--- src/rtl/multicycle_ctrl_fsm_if.sv ---
// Memory handshake between the multicycle controller and the memory system.
interface multicycle_ctrl_fsm_if;
  logic mem_req;
  logic mem_ready;

  modport master (output mem_req, input mem_ready);
  modport slave  (input mem_req, output mem_ready);
endinterface

--- src/rtl/multicycle_ctrl_fsm.sv ---
// Main controller for the multicycle RV32I datapath: sequences each instruction class,
// drives mux selects and write strobes, stalls on the memory handshake, traps on faults.
module multicycle_ctrl_fsm #(
  parameter int MEM_TIMEOUT  = 16,
  parameter bit ILLEGAL_TRAP = 1'b1,
  parameter int CNT_W        = 5
) (
  input  logic                         clk,
  input  logic                         reset,
  input  logic [6:0]                   op,
  multicycle_ctrl_fsm_if.master        mem,
  output logic                         AdrSrc,
  output logic                         IRWrite,
  output logic                         PCUpdate,
  output logic                         Branch,
  output logic                         MemWrite,
  output logic                         RegWrite,
  output logic [1:0]                   ResultSrc,
  output logic [1:0]                   ALUSrcA,
  output logic [1:0]                   ALUSrcB,
  output logic [1:0]                   ALUOp,
  output logic                         illegal_op,
  output logic                         bus_err,
  output logic [3:0]                   state_o
);

  typedef enum logic [3:0] {
    S_FETCH    = 4'd0,
    S_DECODE   = 4'd1,
    S_MEMADR   = 4'd2,
    S_MEMREAD  = 4'd3,
    S_MEMWB    = 4'd4,
    S_MEMWRITE = 4'd5,
    S_EXECR    = 4'd6,
    S_EXECI    = 4'd7,
    S_ALUWB    = 4'd8,
    S_BEQ      = 4'd9,
    S_JAL      = 4'd10,
    S_TRAP     = 4'd15
  } state_t;

  typedef struct packed {
    logic       mem_req;
    logic       adr_src;
    logic       ir_write;
    logic       pc_update;
    logic       branch;
    logic       mem_write;
    logic       reg_write;
    logic [1:0] result_src;
    logic [1:0] alu_src_a;
    logic [1:0] alu_src_b;
    logic [1:0] alu_op;
  } ctrl_t;

  localparam logic [6:0] OP_LOAD  = 7'b0000011;
  localparam logic [6:0] OP_STORE = 7'b0100011;
  localparam logic [6:0] OP_RTYPE = 7'b0110011;
  localparam logic [6:0] OP_ITYPE = 7'b0010011;
  localparam logic [6:0] OP_BEQ   = 7'b1100011;
  localparam logic [6:0] OP_JAL   = 7'b1101111;

  localparam bit             TMO_EN   = (MEM_TIMEOUT != 0);
  localparam logic [CNT_W-1:0] TMO_LAST = CNT_W'(MEM_TIMEOUT - 1);

  state_t           state_reg, state_next;
  logic [CNT_W-1:0] cnt_reg, cnt_next;
  logic             illegal_op_reg, illegal_op_next;
  logic             bus_err_reg, bus_err_next;
  logic             in_mem;
  logic             mem_wait;
  ctrl_t            ctrl_comb;
  ctrl_t            ctrl_out;

  always_ff @(posedge clk) begin
    if (reset) begin
      state_reg      <= S_FETCH;
      cnt_reg        <= '0;
      illegal_op_reg <= 1'b0;
      bus_err_reg    <= 1'b0;
    end else begin
      state_reg      <= state_next;
      cnt_reg        <= cnt_next;
      illegal_op_reg <= illegal_op_next;
      bus_err_reg    <= bus_err_next;
    end
  end

  always_comb begin
    state_next      = state_reg;
    illegal_op_next = illegal_op_reg;
    bus_err_next    = bus_err_reg;
    ctrl_comb       = '0;
    in_mem          = 1'b0;
    mem_wait        = 1'b0;
    cnt_next        = cnt_reg;

    case (state_reg)
      S_FETCH: begin
        in_mem               = 1'b1;
        ctrl_comb.mem_req    = 1'b1;
        ctrl_comb.alu_src_b  = 2'b10;
        ctrl_comb.result_src = 2'b10;
        ctrl_comb.ir_write   = mem.mem_ready;
        ctrl_comb.pc_update  = mem.mem_ready;
        if (mem.mem_ready) state_next = S_DECODE;
      end
      S_DECODE: begin
        ctrl_comb.alu_src_a = 2'b01;
        ctrl_comb.alu_src_b = 2'b01;
        case (op)
          OP_LOAD, OP_STORE: state_next = S_MEMADR;
          OP_RTYPE:          state_next = S_EXECR;
          OP_ITYPE:          state_next = S_EXECI;
          OP_BEQ:            state_next = S_BEQ;
          OP_JAL:            state_next = S_JAL;
          default: begin
            if (ILLEGAL_TRAP) begin
              state_next      = S_TRAP;
              illegal_op_next = 1'b1;
            end else begin
              state_next = S_FETCH;
            end
          end
        endcase
      end
      S_MEMADR: begin
        ctrl_comb.alu_src_a = 2'b10;
        ctrl_comb.alu_src_b = 2'b01;
        state_next = (op == OP_LOAD) ? S_MEMREAD : S_MEMWRITE;
      end
      S_MEMREAD: begin
        in_mem            = 1'b1;
        ctrl_comb.mem_req = 1'b1;
        ctrl_comb.adr_src = 1'b1;
        if (mem.mem_ready) state_next = S_MEMWB;
      end
      S_MEMWB: begin
        ctrl_comb.result_src = 2'b01;
        ctrl_comb.reg_write  = 1'b1;
        state_next = S_FETCH;
      end
      S_MEMWRITE: begin
        in_mem              = 1'b1;
        ctrl_comb.mem_req   = 1'b1;
        ctrl_comb.adr_src   = 1'b1;
        ctrl_comb.mem_write = mem.mem_ready;
        if (mem.mem_ready) state_next = S_FETCH;
      end
      S_EXECR: begin
        ctrl_comb.alu_src_a = 2'b10;
        ctrl_comb.alu_op    = 2'b10;
        state_next = S_ALUWB;
      end
      S_EXECI: begin
        ctrl_comb.alu_src_a = 2'b10;
        ctrl_comb.alu_src_b = 2'b01;
        ctrl_comb.alu_op    = 2'b10;
        state_next = S_ALUWB;
      end
      S_ALUWB: begin
        ctrl_comb.reg_write = 1'b1;
        state_next = S_FETCH;
      end
      S_BEQ: begin
        ctrl_comb.alu_src_a = 2'b10;
        ctrl_comb.alu_op    = 2'b01;
        ctrl_comb.branch    = 1'b1;
        state_next = S_FETCH;
      end
      S_JAL: begin
        ctrl_comb.alu_src_a = 2'b01;
        ctrl_comb.alu_src_b = 2'b10;
        ctrl_comb.pc_update = 1'b1;
        state_next = S_ALUWB;
      end
      S_TRAP:  state_next = S_TRAP;
      default: state_next = S_FETCH;
    endcase

    // A ready arriving on the last allowed cycle still wins over the timeout.
    mem_wait = in_mem && !mem.mem_ready;
    if (TMO_EN && mem_wait && (cnt_reg == TMO_LAST)) begin
      state_next   = S_TRAP;
      bus_err_next = 1'b1;
    end

    if (state_next != state_reg) begin
      cnt_next = '0;
    end else if (mem_wait && (cnt_reg != {CNT_W{1'b1}})) begin
      cnt_next = cnt_reg + CNT_W'(1);
    end
  end

  assign ctrl_out    = reset ? '0 : ctrl_comb;
  assign mem.mem_req = ctrl_out.mem_req;
  assign AdrSrc      = ctrl_out.adr_src;
  assign IRWrite     = ctrl_out.ir_write;
  assign PCUpdate    = ctrl_out.pc_update;
  assign Branch      = ctrl_out.branch;
  assign MemWrite    = ctrl_out.mem_write;
  assign RegWrite    = ctrl_out.reg_write;
  assign ResultSrc   = ctrl_out.result_src;
  assign ALUSrcA     = ctrl_out.alu_src_a;
  assign ALUSrcB     = ctrl_out.alu_src_b;
  assign ALUOp       = ctrl_out.alu_op;
  assign illegal_op  = !reset && illegal_op_reg;
  assign bus_err     = !reset && bus_err_reg;
  assign state_o     = reset ? 4'd0 : state_reg;

endmodule

--- src/flat_wrapper.sv ---
// flat-port wrapper written by rule: the top's interface ports become plain ports
module multicycle_ctrl_fsm_flat 
#(
  parameter int MEM_TIMEOUT  = 16,
  parameter bit ILLEGAL_TRAP = 1'b1,
  parameter int CNT_W        = 5
)
  (clk, reset, op, AdrSrc, IRWrite, PCUpdate, Branch, MemWrite, RegWrite, ResultSrc, ALUSrcA, ALUSrcB, ALUOp, illegal_op, bus_err, state_o, mem_mem_req, mem_mem_ready);
  multicycle_ctrl_fsm_if mem_i ();
  input  logic clk;
  input  logic reset;
  input  logic [6:0] op;
  output logic AdrSrc;
  output logic IRWrite;
  output logic PCUpdate;
  output logic Branch;
  output logic MemWrite;
  output logic RegWrite;
  output logic [1:0] ResultSrc;
  output logic [1:0] ALUSrcA;
  output logic [1:0] ALUSrcB;
  output logic [1:0] ALUOp;
  output logic illegal_op;
  output logic bus_err;
  output logic [3:0] state_o;
  output wire logic [$bits(mem_i.mem_req)-1:0] mem_mem_req;
  input wire logic [$bits(mem_i.mem_ready)-1:0] mem_mem_ready;
  assign mem_mem_req = mem_i.mem_req;
  assign mem_i.mem_ready = mem_mem_ready;
  multicycle_ctrl_fsm #(.MEM_TIMEOUT(MEM_TIMEOUT), .ILLEGAL_TRAP(ILLEGAL_TRAP), .CNT_W(CNT_W)) u_core (.clk(clk), .reset(reset), .op(op), .mem(mem_i), .AdrSrc(AdrSrc), .IRWrite(IRWrite), .PCUpdate(PCUpdate), .Branch(Branch), .MemWrite(MemWrite), .RegWrite(RegWrite), .ResultSrc(ResultSrc), .ALUSrcA(ALUSrcA), .ALUSrcB(ALUSrcB), .ALUOp(ALUOp), .illegal_op(illegal_op), .bus_err(bus_err), .state_o(state_o));
endmodule
--- config.mk ---
export PLATFORM = sky130hd
export DESIGN_NAME = multicycle_ctrl_fsm_flat
export DESIGN_NICKNAME = d
export VERILOG_FILES = /design/src/rtl/multicycle_ctrl_fsm_if.sv /design/src/rtl/multicycle_ctrl_fsm.sv /design/src/flat_wrapper.sv
export SDC_FILE = /design/constraint.sdc
export NUM_CORES = 1
export LEC_CHECK = 0
export BUFFER_PORTS_ARGS = -buffer_cell sky130_fd_sc_hd__clkbuf_2
export CAP_MARGIN = 20
export CORE_UTILIZATION = 35
export DETAILED_ROUTE_END_ITERATION = 6
export HOLD_SLACK_MARGIN = 0.1
export SLEW_MARGIN = 20
export SYNTH_ARGS = -nofsm -noshare
export SYNTH_HDL_FRONTEND = slang
export SYNTH_SLANG_ARGS = --single-unit
--- constraint.sdc ---
create_clock -name clk -period 2.42 [get_ports clk]
set_input_delay 0.121 -clock clk [delete_from_list [all_inputs] [get_ports clk]]
set_output_delay 0.121 -clock clk [all_outputs]
set_load 0.1 [all_outputs]
Word level (Yosys, flattened, before mapping)
Cells that the tools add are included.

$add $sub $neg: 1. Multiply operators: 0. Divide/modulo/power cells: 0. Order comparisons: 0. Eq/ne operators: 20. Shift operators: 0. Muxes and demuxes: 20. Bitwise logic cells: 1. Reductions and logical operators: 21.

Operators with widths (number): one-hot mux 4 bit (7 select lines) (1); two-way mux 4 bit (5); one-hot mux 4 bit (5 select lines) (1); equality test 4 x 3 -> 1 bit (second input constant) (4); equality test 4 bit (second input constant) (4); one-hot mux 2 bit (2 select lines) (4); two-way mux 15 bit (1); equality test 7 x 6 -> 1 bit (second input constant) (2); equality test 7 bit (second input constant) (2); OR reduction 2 bit (7); OR reduction 3 bit (3); equality test 4 x 2 -> 1 bit (second input constant) (2); equality test 7 x 2 -> 1 bit (second input constant) (1); equality test 7 x 5 -> 1 bit (second input constant) (1); two-way mux 1 bit (6); OR reduction 6 bit (1); adder 5 x 1 -> 5 bit (second input constant) (1); equality test 5 x 4 -> 1 bit (second input constant) (1); logical AND 1 bit (5); != test 5 bit (second input constant) (1); equality test 4 x 1 -> 1 bit (second input constant) (1); zero test 4 bit (1); != test 4 bit (1); OR reduction 4 bit (1); 5 further kinds (6).

Register bits after elaboration: 11. Latch bits: 0. RAM bits: 0. Memory bits (read-only): 0. Input port bits: 10. Memories kept: 0.

Longest topological paths before layout
Word-level depth: 8. Mapped depth: 9.

Worst setup path after synthesis
OpenSTA, ideal clock, no wires.

Kind: register to output. Start point: reg u_core.state_reg[3]. End point: out mem_mem_req. Arrival: 4397 ps. Setup slack: -2098 ps. Cell stages (with the launch flop): 5. Buffers on the path: 2. Cell sequence: dfxtp_1 -> clkbuf_1 -> buf_2 -> nor4_1 -> or2_2.

Cells in the longest elaborated chain, start to end: 4. Elaborated cells between the ends (all ways): 6. Classes of those cells: 2 x eq/ne; 2 x mux; 2 x reduce/logical.

Ends and longest elaborated chain: start: declaration (line multicycle_ctrl_fsm.sv:66) `state_t state_reg, state_next;`; start signal: assignment (line multicycle_ctrl_fsm.sv:82) `state_reg <= state_next;`; equality test 4 x 2 -> 1 bit (tied with other cells) (line multicycle_ctrl_fsm.sv:98) `case (state_reg)`; OR reduction 3 bit (no line) (*); two-way mux 1 bit (*) (line multicycle_ctrl_fsm.sv:98); two-way mux 15 bit (*) (line multicycle_ctrl_fsm.sv:195) `assign ctrl_out = reset ? '0 : ctrl_comb;`; end: declaration (line flat_wrapper.sv:26) `output wire logic [$bits(mem_i.mem_req)-1:0] mem_mem_req;`.

Every way passes the cells marked *; elsewhere a longest branch is shown, timed or not.

Worst setup path after layout
Start point: reg u_core.cnt_reg[0]. End point: reg u_core.cnt_reg[4].

Cells in the longest elaborated chain, start to end: 5. Elaborated cells between the ends (all ways): 8. Classes of those cells: 1 x add/sub; 3 x eq/ne; 1 x mux; 3 x reduce/logical.

Ends and longest elaborated chain: start: declaration (line multicycle_ctrl_fsm.sv:67) `logic [CNT_W-1:0] cnt_reg, cnt_next;`; start signal: assignment (line multicycle_ctrl_fsm.sv:83) `cnt_reg <= cnt_next;`; equality test 5 x 4 -> 1 bit (line multicycle_ctrl_fsm.sv:183) `if (TMO_EN && mem_wait && (cnt_reg == TMO_LAST)) begin`; logical AND 1 bit (line multicycle_ctrl_fsm.sv:183); two-way mux 4 bit (line multicycle_ctrl_fsm.sv:183); != test 4 bit (line multicycle_ctrl_fsm.sv:188) `if (state_next != state_reg) begin`; OR reduction 2 bit (no line).

Parallel ways exist; a longest one is shown, timed or not. A chain may end at the register's enable or synchronous reset.

==> results.py <==
metrics = {
    "cts": {
        "cts_hold_buf": 0,
        "post-cts-setup-buffers": 0,
        "htree_levels": 1,
        "tritoncts": "done",
        "clock_latency_ns": 0.27,
        "clock-sinks": 11,
        "clk_pin_slew_worst_paths_ns": 0.08,
        "clockRootBuffer": "clkbuf_4",
        "cts_max_path_buffers": 2,
        "numCtsBuffers": 3,
        "cts_resized": 0,
    },
    "yosys": {
        "ys_warn_count": 0,
        "synth.largest_area_cell": "dfxtp_1",
        "synth_area_per_cell_sq_um": 7.594,
        "syn_area_sq_um": 1207,
        "ys_ff_latch": 11,
        "async_reset_ff_share_pct": 0,
        "synth_cell_types": 53,
        "synth_common_cells": "nor2_1, a21oi_1, dfxtp_1, nor2b_1, nor3_1",
        "synth_edf_count": 0,
        "synthFlopType": "dfxtp_1",
        "syn_nets": 172,
        "yosysMostFrequentCell": "nor2_1",
        "synth_seq_area_share_pct": 18.24,
        "synth.area.top_cells": "dfxtp_1, nor2_1, nor2b_1",
        "postSynthCellCount": 159,
        "synth_top_area_share_pct": 18.24,
    },
    "die": {
        "initial_core_util_pct": 38.29,
        "dieWidth_microns": 60.74,
        "die_h_microns": 60.74,
        "dieArea_sq_um": 3689,
        "rows": 20,
        "ios": 31,
        "coreArea_sq_um": 3153,
    },
    "critical_path": {
        "crit_fanout": 5,
        "worstSetupPathType": "flip-flop to flip-flop",
        "start_kind": "flip-flop",
        "critical_path_required_ns": 2.60,
        "reg2reg_depth": 8,
        "cp_cell_sequence": "ha_1 > and3_1 > ha_1 > a211oi_1 > nor2_1 > o41ai_2 > nand2_2 > a2111oi_2",
        "cp-end-kind": "flip-flop",
        "cpMostUsedCell": "ha_1",
        "slowest_stage": "o41ai_2",
        "cp.arrival_ns": 2.44,
        "cpPeakStageDelay_ns": 0.38,
    },
    "power_and_ir_drop": {
        "p_leak_nw": 0.6086,
        "internal_power_uw": 603.8,
        "seqPwrFrac_pct": 17.2,
        "ir_drop_uv": 383.6,
        "clkPwrFrac_pct": 8.6,
        "power_density_nw_per_um2": 971.7,
        "combPwrFrac_pct": 74.2,
        "power.switching_uw": 911.1,
        "finalPower_mw": 1.515,
        "switching_share_pct": 60.14,
    },
    "sta": {
        "setup_viol": 0,
        "setup_ws_ns": 0.1553,
        "hold_violations": 0,
        "fin_skew_ns": 0.005673,
        "drv_slew": 0,
        "fin_crit_sh_pct": 93.58,
        "worstMarginPinSlew_ns": 0.5417,
        "relSlewSlack_pct": 63.83,
        "finalCriticalPeriod_ns": 2.265,
        "fmax_ghz": 0.4416,
    },
    "placed_design": {
        "io_buffers": 30,
        "dpl_cell_area_sq_um": 1515,
        "dpl.cell_count": 231,
        "gp_congestion": 0.9105,
        "post-place-ws_ns": 0.07590,
        "dpl.hpwl_microns": 2465,
    },
    "grt": {
        "grt_antenna_before_repair": 0,
        "grt_max_degree": 16,
        "overflow": 0,
        "grt_usage_pct": 18.32,
        "grt_pass1_wl_microns": 5154,
        "grt_pass1_vias": 1194,
    },
    "finish": {
        "final_area_sq_um": 1559,
        "final_cells": 235,
        "drive_gt1_share_pct": 38.74,
        "largest_register_ffs": 5,
        "diodes": 0,
        "fin_nets": 205,
        "area_delta_synth_final_pct": 29.12,
        "final_util_pct": 49.44,
    },
    "drt": {
        "dr.pass1.iters": 4,
        "num_vias": 1281,
        "viasPerCell": 5.451,
        "totalWireLength_microns": 3149,
        "post_drt_wl_per_cell_microns": 13.40,
        "antenna_left": 0,
        "drt_iter0_drc": 49,
        "drc": 0,
    },
    "outcome": {
        "outcome": "completed",
    },
    "hold_path": {
        "hold_path_class": "input pin to flip-flop",
        "whs_path_depth": 2,
    },
    "job": {
        "drv_cap": 0,
    },
}
[cells by family (layout without fill, tap and decap cells)]
| family | count (synthesis) | after routing | share of synthesized area, % |
|---|---|---|---|
| buffers and inverters | 17 | 49 | 6.735 |
| adder cells (fa/ha/maj) | 4 | 4 | 3.938 |
| XOR/XNOR | 4 | 4 | 2.902 |
| flip-flops | 11 | 11 | 18.24 |
| multiplexers | 1 | 1 | 0.8290 |
| AO/OA/AOI/OAI | 40 | 40 | 26.32 |
| AND/OR/NAND/NOR | 82 | 82 | 41.03 |
[cell type report]
cell class,count,area [sq um]
fillers,315,1594
inverters,4,15.01
repair buffers,41,237.7
multi-input cells,131,1005
clock buffers,4,26.28
well taps,44,55.05
flip-flops and latches,11,220.2
[worst paths after layout]
kind / start / slack [ns] / endpoint
worst min-delay path: reset / 0.28 / u_core.state_reg[3]$_SDFF_PP0_
worst min register to register: u_core.bus_err_reg$_SDFFE_PP0P_ / 0.50 / u_core.bus_err_reg$_SDFFE_PP0P_
worst max-delay path: u_core.cnt_reg[0]$_SDFFE_PP0P_ / 0.16 / u_core.cnt_reg[4]$_SDFFE_PP0P_
worst max register to register: u_core.cnt_reg[0]$_SDFFE_PP0P_ / 0.16 / u_core.cnt_reg[4]$_SDFFE_PP0P_
[metal layers]
metal / track usage, % / wire [microns]
met1: 22.81 / 1480
met2: 33.59 / 1549
met3: 1.919 / 102
met4: 4.545 / 16
met5: 0 / 0
[worst max-delay path, delay by kind of cell (launching register included)]
| family | cells | cell delay (ns) |
|---|---|---|
| AO/OA/AOI/OAI | 3 | 0.92 |
| AND/OR/NAND/NOR | 3 | 0.46 |
| adder cells (fa/ha/maj) | 2 | 0.44 |
| flip-flops | 1 | 0.34 |
[cells in the final DEF, fill, tap and decap left out, types with 3 or more instances in the layout]
master / Yosys / routed
a21oi_1: 11 / 10
dfxtp_1: 11 / 11
and2_1: 3 / 3
nand2_1: 6 / 5
inv_1: 4 / 4
nor4b_2: 1 / 3
clkbuf_4: 0 / 3
buf_4: 1 / 13
clkbuf_2: 0 / 28
ha_1: 3 / 3
o21ai_0: 7 / 6
a31oi_1: 3 / 3
nor3_1: 10 / 8
nand2b_1: 4 / 4
o21ai_1: 2 / 3
nor2_1: 20 / 19
nor2b_1: 10 / 8
[metrics by stage]
stage | setup TNS [ns] | hold WS (ns)
floorplan | -2.990 | 0.2936
global placement | 0 | 0.4580
detailed placement | 0 | 0.4911
CTS | 0 | 0.2712
global route | -0.001643 | 0.3128
finish | 0 | 0.2824
[power groups by stage]
stage | Clock (mW) | Combinational (mW) | Sequential (mW)
after floorplan | 0 | 0.937 | 0.226
after CTS | 0.133 | 1.11 | 0.259
after global placement | 0 | 1.08 | 0.262
after global routing | 0.148 | 1.19 | 0.269
final | 0.130 | 1.12 | 0.261
after detailed placement | 0 | 1.10 | 0.264
Power figures use the tool's default switching activity.
